$ cat config.mk
export PLATFORM = sky130hd
export DESIGN_NAME = div_seq_flat
export DESIGN_NICKNAME = d
export VERILOG_FILES = /design/src/rtl/div_seq_if.sv /design/src/rtl/div_seq.sv /design/src/flat_wrapper.sv
export SDC_FILE = /design/constraint.sdc
export NUM_CORES = 1
export LEC_CHECK = 0
export CAP_MARGIN = 30
export CORE_UTILIZATION = 60
export DETAILED_ROUTE_END_ITERATION = 6
export GPL_TIMING_DRIVEN = 0
export PLACE_DENSITY = 0.86
export RECOVER_POWER = 100
export SLEW_MARGIN = 30
export SYNTH_ARGS = -nofsm -noshare
export SYNTH_HDL_FRONTEND = slang
export SYNTH_SLANG_ARGS = --single-unit
$ cat constraint.sdc
create_clock -name clk -period 13.8 [get_ports clk]
set_clock_uncertainty 0.15 [all_clocks]
set_input_delay 2.76 -clock clk [delete_from_list [all_inputs] [get_ports clk]]
set_output_delay 2.76 -clock clk [all_outputs]
set_load 0.005 [all_outputs]
$ cat src/rtl/div_seq_if.sv
// E-stage <-> divide sequencer connection: operation request, flush/stall
// controls, stall request and held quotient/remainder.
interface div_seq_if;
  logic        start_i;
  logic        signed_i;
  logic [31:0] opa_i;
  logic [31:0] opb_i;
  logic        annul_i;
  logic        pipe_stall_i;
  logic        busy_o;
  logic        done_o;
  logic [31:0] quo_o;
  logic [31:0] rem_o;
  logic [1:0]  state_o;

  // Handshake: start_i is a level request held for the whole time the
  // instruction sits in E. busy_o stalls E until the result is ready.
  // done_o marks quo_o/rem_o valid, and stays high while pipe_stall_i holds E.
  // annul_i kills the request unconditionally.
  modport master (
    output start_i, signed_i, opa_i, opb_i, annul_i, pipe_stall_i,
    input  busy_o, done_o, quo_o, rem_o, state_o
  );

  modport slave (
    input  start_i, signed_i, opa_i, opb_i, annul_i, pipe_stall_i,
    output busy_o, done_o, quo_o, rem_o, state_o
  );
endinterface

$ cat src/rtl/div_seq.sv
// Multi-cycle radix-2 restoring 32-bit divider (DIV/DIVU) for the E stage.
// Holds the quotient and remainder until the instruction leaves E.
module div_seq (
  input logic     clk,
  input logic     resetn,
  div_seq_if.slave bus
);

  typedef enum logic [1:0] {
    S_IDLE = 2'd0,
    S_BUSY = 2'd1,
    S_DONE = 2'd2
  } state_e;

  state_e      state_q, state_d;
  logic [4:0]  cnt_q, cnt_d;
  logic [31:0] r_q, r_d;
  logic [31:0] q_q, q_d;
  logic [31:0] div_q, div_d;
  logic        nq_q, nq_d;
  logic        nr_q, nr_d;
  logic [31:0] quo_q, quo_d;
  logic [31:0] rem_q, rem_d;

  logic [31:0] abs_a;
  logic [31:0] abs_b;
  logic [32:0] shifted;
  logic [32:0] trial;
  logic        fit;
  logic [31:0] r_next;
  logic [31:0] q_next;

  always_comb begin
    abs_a = (bus.signed_i && bus.opa_i[31]) ? (32'd0 - bus.opa_i) : bus.opa_i;
    abs_b = (bus.signed_i && bus.opb_i[31]) ? (32'd0 - bus.opb_i) : bus.opb_i;

    // Partial remainder is always below the divisor, so the shifted value fits 33 bits.
    shifted = {r_q, q_q[31]};
    trial   = shifted - {1'b0, div_q};
    fit     = ~trial[32];
    r_next  = fit ? trial[31:0] : shifted[31:0];
    q_next  = {q_q[30:0], fit};
  end

  always_comb begin
    state_d = state_q;
    cnt_d   = cnt_q;
    r_d     = r_q;
    q_d     = q_q;
    div_d   = div_q;
    nq_d    = nq_q;
    nr_d    = nr_q;
    quo_d   = quo_q;
    rem_d   = rem_q;

    case (state_q)
      S_IDLE: begin
        if (bus.start_i && !bus.annul_i) begin
          r_d     = 32'd0;
          q_d     = abs_a;
          div_d   = abs_b;
          nq_d    = bus.signed_i & (bus.opa_i[31] ^ bus.opb_i[31]);
          nr_d    = bus.signed_i & bus.opa_i[31];
          cnt_d   = 5'd0;
          state_d = S_BUSY;
        end
      end
      S_BUSY: begin
        r_d   = r_next;
        q_d   = q_next;
        cnt_d = cnt_q + 5'd1;
        if (cnt_q == 5'd31) begin
          state_d = S_DONE;
          if (!bus.annul_i) begin
            quo_d = nq_q ? (32'd0 - q_next) : q_next;
            rem_d = nr_q ? (32'd0 - r_next) : r_next;
          end
        end
      end
      S_DONE: begin
        // The held result is released only once E advances.
        if (!bus.pipe_stall_i) state_d = S_IDLE;
      end
      default: state_d = S_IDLE;
    endcase

    if (bus.annul_i) state_d = S_IDLE;
  end

  always_ff @(posedge clk or negedge resetn) begin
    if (!resetn) begin
      state_q <= S_IDLE;
      cnt_q   <= 5'd0;
      r_q     <= 32'd0;
      q_q     <= 32'd0;
      div_q   <= 32'd0;
      nq_q    <= 1'b0;
      nr_q    <= 1'b0;
      quo_q   <= 32'd0;
      rem_q   <= 32'd0;
    end else begin
      state_q <= state_d;
      cnt_q   <= cnt_d;
      r_q     <= r_d;
      q_q     <= q_d;
      div_q   <= div_d;
      nq_q    <= nq_d;
      nr_q    <= nr_d;
      quo_q   <= quo_d;
      rem_q   <= rem_d;
    end
  end

  // Stall is combinational so E is held in the very cycle the divide starts.
  assign bus.busy_o  = ~bus.annul_i &
                       (((state_q == S_IDLE) & bus.start_i) | (state_q == S_BUSY));
  assign bus.done_o  = (state_q == S_DONE);
  assign bus.quo_o   = quo_q;
  assign bus.rem_o   = rem_q;
  assign bus.state_o = state_q;

endmodule

$ cat src/flat_wrapper.sv
// flat-port wrapper written by rule: the top's interface ports become plain ports
module div_seq_flat 
  (clk, resetn, bus_start_i, bus_signed_i, bus_opa_i, bus_opb_i, bus_annul_i, bus_pipe_stall_i, bus_busy_o, bus_done_o, bus_quo_o, bus_rem_o, bus_state_o);
  div_seq_if bus_i ();
  input logic clk;
  input logic resetn;
  input wire logic [$bits(bus_i.start_i)-1:0] bus_start_i;
  input wire logic [$bits(bus_i.signed_i)-1:0] bus_signed_i;
  input wire logic [$bits(bus_i.opa_i)-1:0] bus_opa_i;
  input wire logic [$bits(bus_i.opb_i)-1:0] bus_opb_i;
  input wire logic [$bits(bus_i.annul_i)-1:0] bus_annul_i;
  input wire logic [$bits(bus_i.pipe_stall_i)-1:0] bus_pipe_stall_i;
  output wire logic [$bits(bus_i.busy_o)-1:0] bus_busy_o;
  output wire logic [$bits(bus_i.done_o)-1:0] bus_done_o;
  output wire logic [$bits(bus_i.quo_o)-1:0] bus_quo_o;
  output wire logic [$bits(bus_i.rem_o)-1:0] bus_rem_o;
  output wire logic [$bits(bus_i.state_o)-1:0] bus_state_o;
  assign bus_i.start_i = bus_start_i;
  assign bus_i.signed_i = bus_signed_i;
  assign bus_i.opa_i = bus_opa_i;
  assign bus_i.opb_i = bus_opb_i;
  assign bus_i.annul_i = bus_annul_i;
  assign bus_i.pipe_stall_i = bus_pipe_stall_i;
  assign bus_busy_o = bus_i.busy_o;
  assign bus_done_o = bus_i.done_o;
  assign bus_quo_o = bus_i.quo_o;
  assign bus_rem_o = bus_i.rem_o;
  assign bus_state_o = bus_i.state_o;
  div_seq u_core (.clk(clk), .resetn(resetn), .bus(bus_i));
endmodule
Word-level counts from Yosys, hierarchy flattened

Index checks and enable logic that the tools add are counted.

Output and inout bits: 68
Input port bits: 70
Flip-flop bits (word level): 169
Word-level logic and storage cells: 56

Add/subtract/negate cells: 6
Mux-type cells: 16
Eq/ne operators: 7
Bitwise gates (word level): 8
Reduce and logical (&&, ||, !) cells: 10

Operators with widths:

| kind                                               | count |
|---|---|
| 2-to-1 mux 32 bit                                  | 7 |
| case mux 32 bit (2 select lines)                   | 2 |
| subtractor 1 x 32 -> 32 bit (first input constant) | 4 |
| subtractor 33 x 32 -> 33 bit                       | 1 |
| case mux 5 bit (2 select lines)                    | 1 |
| 2-to-1 mux 2 bit                                   | 4 |
| != test 3 x 2 -> 1 bit (second input constant)     | 2 |
| case mux 2 bit (3 select lines)                    | 1 |
| AND reduction 3 bit                                | 2 |
| adder 5 x 1 -> 5 bit (second input constant)       | 1 |
| == test 5 bit (second input constant)              | 1 |
| 2-to-1 mux 5 bit                                   | 1 |
| bitwise AND 1 bit                                  | 4 |
| AND reduction 2 bit                                | 2 |
| logical AND 1 bit                                  | 3 |
| != test 3 bit (second input constant)              | 1 |
| == test 2 x 1 -> 1 bit (second input constant)     | 1 |
| == test 2 bit (second input constant)              | 1 |
| zero test 2 bit                                    | 1 |
| != test 2 x 1 -> 1 bit (second input constant)     | 1 |
| NOT 1 bit                                          | 2 |
| nonzero test 2 bit                                 | 1 |
| zero test 1 bit                                    | 1 |
| OR 1 bit                                           | 1 |
| bitwise XOR 1 bit                                  | 1 |

Depth between registers and ports, before layout

Gate-level depths: netlist (run 1).

Depth in word-level cells: 5
Mapped depth: 24
Mapped depth without buffers: 21

Least setup slack after synthesis (run 1)

No wires, ideal clock.

Kind: input to output
Start: in bus_annul_i
End: out bus_busy_o
Path slack: 7025 ps
Arrival time: 3865 ps
Buffers on the path: 3
Stages: 6
Data required time: 10890 ps
Cell sequence: inv_1 -> nand3_1 -> clkbuf_1 -> clkbuf_1 -> clkbuf_1 -> o21ai_0

Cells in the longest elaborated chain, start to end: 2

RTL lines:

| element            | RTL line           | source |
|---|---|---|
| start: declaration | flat_wrapper.sv:11 | `input wire logic [$bits(bus_i.annul_i)-1:0] bus_annul_i;` |
| NOT 1 bit          | div_seq.sv:115     | `assign bus.busy_o = ~bus.annul_i &` |
| bitwise AND 1 bit  | div_seq.sv:115     |  |
| end: declaration   | flat_wrapper.sv:13 | `output wire logic [$bits(bus_i.busy_o)-1:0] bus_busy_o;` |

No other way between the ends.

Final worst setup path (run 1)

Same ends and word-level chain as after synthesis.

==> key figures, run 1 <==
Timing
  – Final Max Slew Viols: 79
  – Slew @ Worst Pin: 4.26 ns
  – Setup TNS Final: 0 ns
  – Final setup violating endpoints: 0
  – RSZ-0062 raised after global routing: no
  – Fin. Hold Viols: 0
  – Minimum clock period: 8.89 ns
  – Slew Limit Headroom: -184%
  – F_max: 112 MHz
  – Worst hold slack: 0.326 ns
  – Fin crit share: 64.4%

Global routing
  – Largest net degree at the start of global routing: 92
  – First-pass GRT wire length: 57.2 mm
  – Gr usage total: 37.3%
  – GR Overflow Total: 0
  – Initial antenna violation count: 0
  – Number of global-route vias before repair: 10,700

Cells and area
  – Diode count: 0
  – Layout area overhead: 18.8%
  – Fin nets: 1,665
  – Post-route insts no fill: 1,829
  – Final Cell Area: 0.0138 sq mm
  – Layout cells sized above 1: 3.82%

Worst hold path
  – HP Class: flop to flop
  – HP Start: u_core.bus.rem_o[13]
  – Hold path depth: 2
  – Hold path endpoint: u_core.bus.rem_o[13]

Clock network
  – Total CTS buffers: 17
  – Clock Sinks: 169
  – H-Tree Depth: 4
  – Resize count post-CTS: 0
  – Reg clk slew, reported paths: 0.07 ns
  – Post-CTS Hold Buffers: 0
  – CTS tree: built
  – CTS root buf: clkbuf_16
  – Post-CTS setup buffer count: 0
  – Worst-skew pair later-pin latency: 0.44 ns
  – Max Root-Sink Buffers: 2

Status
  – Status: finished with violations
  – Failing checks: max-capacitance violations, max-slew violations

Setup path
  – WP data arrival: 5.98 ns
  – Worst Setup Path Type: primary input to primary output
  – R2r startpoint: u_core.q_q[31]
  – WP data required: 10.89 ns
  – R2R setup slack: 6.45 ns
  – CP endpoint kind: primary output
  – CP Launch Type: primary input
  – R2R Path End: u_core.bus.rem_o[28]
  – Crit Path Max Fanout: 10
  – R2R cell count: 23
  – Crit path launch: bus_annul_i

Pwr
  – Max rail drop VDD: 0.0929 mV
  – Total Power: 2.82 mW
  – Pleak: 5.89 nW
  – Cell Pwr Density: 205 mW/mm^2

Routing
  – Final wirelength: 35.3 mm
  – Antenna-violating nets left: 0
  – Routed via count: 11,400
  – DR pass1 iterations: 6
  – DRC: 0
  – Wire per inst: 19.3 microns
  – Vias/cell: 6.25
  – Initial DRC Count: 1,411

Run
  – Max-Cap Viols: 1

Floorplanning
  – I/O Pins: 138
  – Starting density of the core: 61.6%
  – Core area: 0.0188 sq mm
  – Die X: 141 microns
  – Std cell rows: 50
  – Die area: 0.0199 sq mm
  – Die height: 141 microns

Placement
  – GPL Wtd Cong: 0.930
  – HPWL after DPL: 27.5 mm
  – Placed Area: 0.0133 sq mm
  – Port bufs: 137
  – Placed insts: 1,797

Yosys
  – Ys async rst share: 100%
  – Synthesized cell area: 0.0116 sq mm
  – Syn Inst Count: 1,399
  – Synth unique cells: 78
  – Count leader, synth: o21ai_0
  – Area leader, netlist: dfrtp_1
  – Register area share after synthesis: 36.5%
  – Top post-synthesis cells by count: 232 x o21ai_0, 177 x nand2_1, 169 x dfrtp_1
  – Synth area leaders: dfrtp_1 36%, o21ai_0 10%, xor2_1 5.7%
  – Synth warn: 0
  – Post-synth EDFFs: 0
  – Post-synth top area share: 36.5%
  – #FFs+latches synth: 169
  – Mean Syn Cell Area: 8.29 sq um
  – Syn_nets: 1,508
  – Main synth FF type: dfrtp_1
[per-layer routing]
| layer | global-route usage (%) | wire length (microns) | share of wire (%) |
|---|---|---|---|
| met1 | 54.0 | 15500 | 44 |
| met2 | 54.9 | 15300 | 43 |
| met3 | 9.41 | 3900 | 11 |
| met4 | 11.2 | 674 | 1.9 |
| met5 | 0 | 0 | 0 |
[sequential cells by signal (all words and copies together) (netlist names)]
| name | flops |
|---|---|
| u_core.q_q | 32 |
| u_core.nr_q | 1 |
| u_core.r_q | 32 |
| u_core.bus.state_o | 2 |
| u_core.div_q | 32 |
| u_core.bus.quo_o | 32 |
| u_core.bus.rem_o | 32 |
| u_core.cnt_q | 5 |
| u_core.nq_q | 1 |
[kinds of logic after synthesis]
logic type	share of synthesized area [%]
XOR/XNOR	10.5
multiplexers	1.65
adder cells (fa/ha/maj)	4.27
AND/OR/NAND/NOR	18.1
AO/OA/AOI/OAI	24.5
buffers and inverters	4.53
flip-flops	36.5
[worst max path at each step]
stage,end,slack (ns),cells after the start
after floorplan,bus_busy_o,7.03,6
after global placement,u_core.div_q[28],3.19,1
after detailed placement,bus_busy_o,5.17,8
after CTS,bus_busy_o,5.15,8
after global routing,bus_busy_o,4.74,8
final,bus_busy_o,4.91,8
[critical path, cell delays in order]
cell           delay, ns
dlygate4sd3_1       0.62
inv_1               0.09
nand3_1             0.14
clkbuf_1            0.44
clkbuf_1            0.58
clkbuf_1            0.47
o21ai_0             0.25
dlygate4sd3_1       0.63
[metrics by stage]
stage / util [%] / setup slack (ns)
final: 73.2 / 4.91
after floorplan: - / 7.03
after global placement: 70.6 / 3.19
after CTS: 73.7 / 5.15
after global routing: 73.2 / 4.74
after detailed placement: 70.8 / 5.17
[area by class of cell]
type / instances / area (sq um)
well taps: 260 / 325
clock buffers: 20 / 447
flip-flops and latches: 169 / 4230
multi-input cells: 1097 / 6750
inverters: 49 / 184
plain buffers: 84 / 342
clock inverters: 12 / 105
repair buffers: 138 / 1390
fillers: 1518 / 5050
[cell usage in the layout (no fill, tap or decap), drive strengths merged, types with 25 or more instances in the layout]
master	Yosys	routed
dfrtp	169	169
nand2	177	177
clkdlybuf4s50	0	63
xor2	76	76
ha	38	38
nand3	52	52
nor2	72	72
xnor2	63	63
o21ai	245	245
a21oi	60	60
o31ai	32	32
a22oi	32	32
nor3	25	25
inv	49	55
dlygate4sd3	0	73
clkbuf	61	84
[power by group]
part	switching (mW)	leakage [nW]	internal, mW	total (mW)
registers	0.149	2.19	0.593	0.742
logic	1.03	3.43	0.594	1.62
clock network	0.214	0.270	0.240	0.454
No activity file was read; power rests on OpenSTA's default activity.
==> run 2, diff against run 1 <==
--- a/config.mk
+++ b/config.mk
@@ -6,10 +6,10 @@
 export NUM_CORES = 1
 export LEC_CHECK = 0
 export CAP_MARGIN = 30
-export CORE_UTILIZATION = 60
+export CORE_UTILIZATION = 52
 export DETAILED_ROUTE_END_ITERATION = 6
 export GPL_TIMING_DRIVEN = 0
-export PLACE_DENSITY = 0.86
+export PLACE_DENSITY = 0.79
 export RECOVER_POWER = 100
 export SLEW_MARGIN = 30
 export SYNTH_ARGS = -nofsm -noshare
==> constraint.sdc (replaced) <==
create_clock -name clk -period 7.69 [get_ports clk]
set_clock_uncertainty 0.15 [all_clocks]
set_input_delay 1.538 -clock clk [delete_from_list [all_inputs] [get_ports clk]]
set_output_delay 1.538 -clock clk [all_outputs]
set_load 0.005 [all_outputs]
==> key figures, run 2 (synthesis results as in run 1) <==
Routing
  – Initial DRC Count: 1,384 (-1.9%)
  – Vias/cell: 6.05 (-3.3%)
  – Wire per inst: 18.6 microns (-4.0%)
  – Antenna-violating nets left: 0 (unchanged)
  – DRC: 0 (unchanged)
  – DR pass1 iterations: 6 (unchanged)
  – Routed via count: 11,200 (-2.2%)
  – Final wirelength: 34.3 mm (-2.9%)

Floorplanning
  – Die X: 151 microns (+7.3%)
  – Core area: 0.0218 sq mm (+16%)
  – Starting density of the core: 53.1% (-8.4 points)
  – I/O Pins: 138 (unchanged)
  – Std cell rows: 54 (+8.0%)
  – Die area: 0.0229 sq mm (+15%)
  – Die height: 151 microns (+7.3%)

Placement
  – HPWL after DPL: 26.3 mm (-4.3%)
  – Placed Area: 0.0134 sq mm (+0.19%)
  – Dpl ws: 1.18 ns (-3.98 ns)
  – Placed insts: 1,817 (+1.1%)
  – Port bufs: 137 (unchanged)
  – GPL Wtd Cong: 0.958 (+3.0%)

Pwr
  – Max rail drop VDD: 0.149 mV (+61%)
  – Pleak: 5.89 nW (about the same)
  – Cell Pwr Density: 365 mW/mm^2 (+78%)

Status
  – Status: finished with violations
  – Failing checks: max-capacitance violations, max-slew violations

Timing
  – F_max: 142 MHz
  – Fin crit share: 91.3%
  – Slew Limit Headroom: -208% (-24 points)
  – Final setup violating endpoints: 0 (unchanged)
  – Fin. Hold Viols: 0 (unchanged)
  – Slew @ Worst Pin: 4.62 ns (+0.364 ns)
  – Minimum clock period: 7.02 ns
  – Setup TNS Final: 0 ns (unchanged)
  – RSZ-0062 raised after global routing: no
  – Final Max Slew Viols: 85 (+7.6%)
  – Setup WS post-layout: 0.668 ns (-4.24 ns)

Setup path
  – Worst Setup Path Type: flop to flop
  – WP data arrival: 7.17 ns (+1.19 ns)
  – WP data required: 7.84 ns (-3.05 ns)
  – Crit path cell chain: inv_1 > ha_1 > fa_1 > nor2b_1 > o31a_2 > o21ai_2 > a211oi_1 > o21a_1 > nor2_1 > inv_1 > clkbuf_1 > clkbuf_1 > clkbuf_1 > ha_1 > nand2b_1 > or2_2 > or4_1 > nand2b_1 > nand2b_1 > o21ai_0 > xor2_1 > o21ai_0
  – Max incr delay on CP: 0.56 ns (-0.07 ns)
  – CP Launch Type: flop
  – CP max-delay cell: clkbuf_1
  – CP endpoint kind: flop
  – Crit Path Max Fanout: 10 (unchanged)
  – R2R cell count: 22 (-4.3%)

Global routing
  – Gr usage total: 31.1% (-6.2 points)
  – GR Overflow Total: 0 (unchanged)
  – First-pass GRT wire length: 54.7 mm (-4.2%)
  – Initial antenna violation count: 1 (+1)
  – Largest net degree at the start of global routing: 86 (-6.5%)
  – Number of global-route vias before repair: 10,300 (-4.4%)

Clock network
  – H-Tree Depth: 4 (unchanged)
  – Worst-skew pair later-pin latency: 0.44 ns (about the same)
  – Resize count post-CTS: 0 (unchanged)
  – Reg clk slew, reported paths: 0.07 ns (about the same)
  – CTS root buf: clkbuf_16
  – Max Root-Sink Buffers: 2 (unchanged)
  – Clock Sinks: 169 (unchanged)
  – Post-CTS setup buffer count: 0 (unchanged)
  – Post-CTS Hold Buffers: 0 (unchanged)
  – Total CTS buffers: 17 (unchanged)
  – CTS tree: built

Run
  – Max-Cap Viols: 1 (unchanged)

Cells and area
  – Post-route insts no fill: 1,850 (+1.1%)
  – Layout area overhead: 19.3%
  – Most frequent cells in the layout: 236 x o21ai_0, 177 x nand2_1, 169 x dfrtp_1
  – Fin nets: 1,665 (unchanged)
  – Layout cells sized above 1: 3.95% (+0.13 points)
  – Final Cell Area: 0.0138 sq mm (+0.44%)
  – Commonest non-fill, non-tap cell in the layout: o21ai_0

Worst hold path
  – Hold path depth: 2 (unchanged)
  – HP Class: flop to flop
run 2: worst paths after layout:
check	end	startpoint	slack, ns
setup / recovery	u_core.bus.quo_o[30]	u_core.q_q[31]	0.67
hold / removal	u_core.bus.quo_o[29]	u_core.bus.quo_o[29]	0.33
setup reg to reg	u_core.bus.quo_o[30]	u_core.q_q[31]	0.67
hold reg to reg	u_core.bus.quo_o[29]	u_core.bus.quo_o[29]	0.33
max in group asynchronous	u_core.div_q[9]	resetn	2.21
min in group asynchronous	u_core.bus.rem_o[27]	resetn	2.57
run 2: critical path: cells and delay by family, from the launching register on:
family,cells,cell delay (ns)
AOI/OAI and AO/OA,6,1.60
xor gates and xnor gates,1,0.18
adders and majority gates,3,0.87
buffers and inverters,5,1.86
DFF,1,0.40
and+or+nand+nor,7,1.79
run 2: stage by stage:
step,util [%],hold WS [ns],total power [mW]
2_1_floorplan,-,0.299,3.31
3_3_place_gp,61.0,0.313,4.06
3_5_place_dp,61.2,0.320,4.11
4_1_cts,63.8,0.334,4.99
5_1_grt,63.4,0.340,5.40
6_report,63.4,0.327,5.05
run 2: final cells by class:
type	instances	area (sq um)
Antenna cell	1	2.50
Buffer	84	342
Clock buffer	21	470
Clock inverter	11	110
Fill cell	1917	7990
Inverter	49	184
Multi-Input combinational cell	1097	6760
Sequential cell	169	4230
Tap cell	280	350
Timing Repair Buffer	138	1390
run 2: metal layers:
layer / wire length, microns / up-vias / track usage, % / part of all wire (%)
li1: - / 5346 / - / -
met3: 3060 / 53 / 5.15 / 8.9
met2: 14800 / 495 / 45.4 / 43
met4: 720 / 0 / 9.75 / 2.1
met1: 15700 / 5292 / 46.7 / 46
met5: 0 / - / 0 / 0
run 2: power breakdown:
| part | switching [mW] | leakage (nW) | internal (mW) |
|---|---|---|---|
| sequential | 0.236 | 2.19 | 1.06 |
| combinational | 1.82 | 3.43 | 1.07 |
| clock | 0.390 | 0.271 | 0.476 |
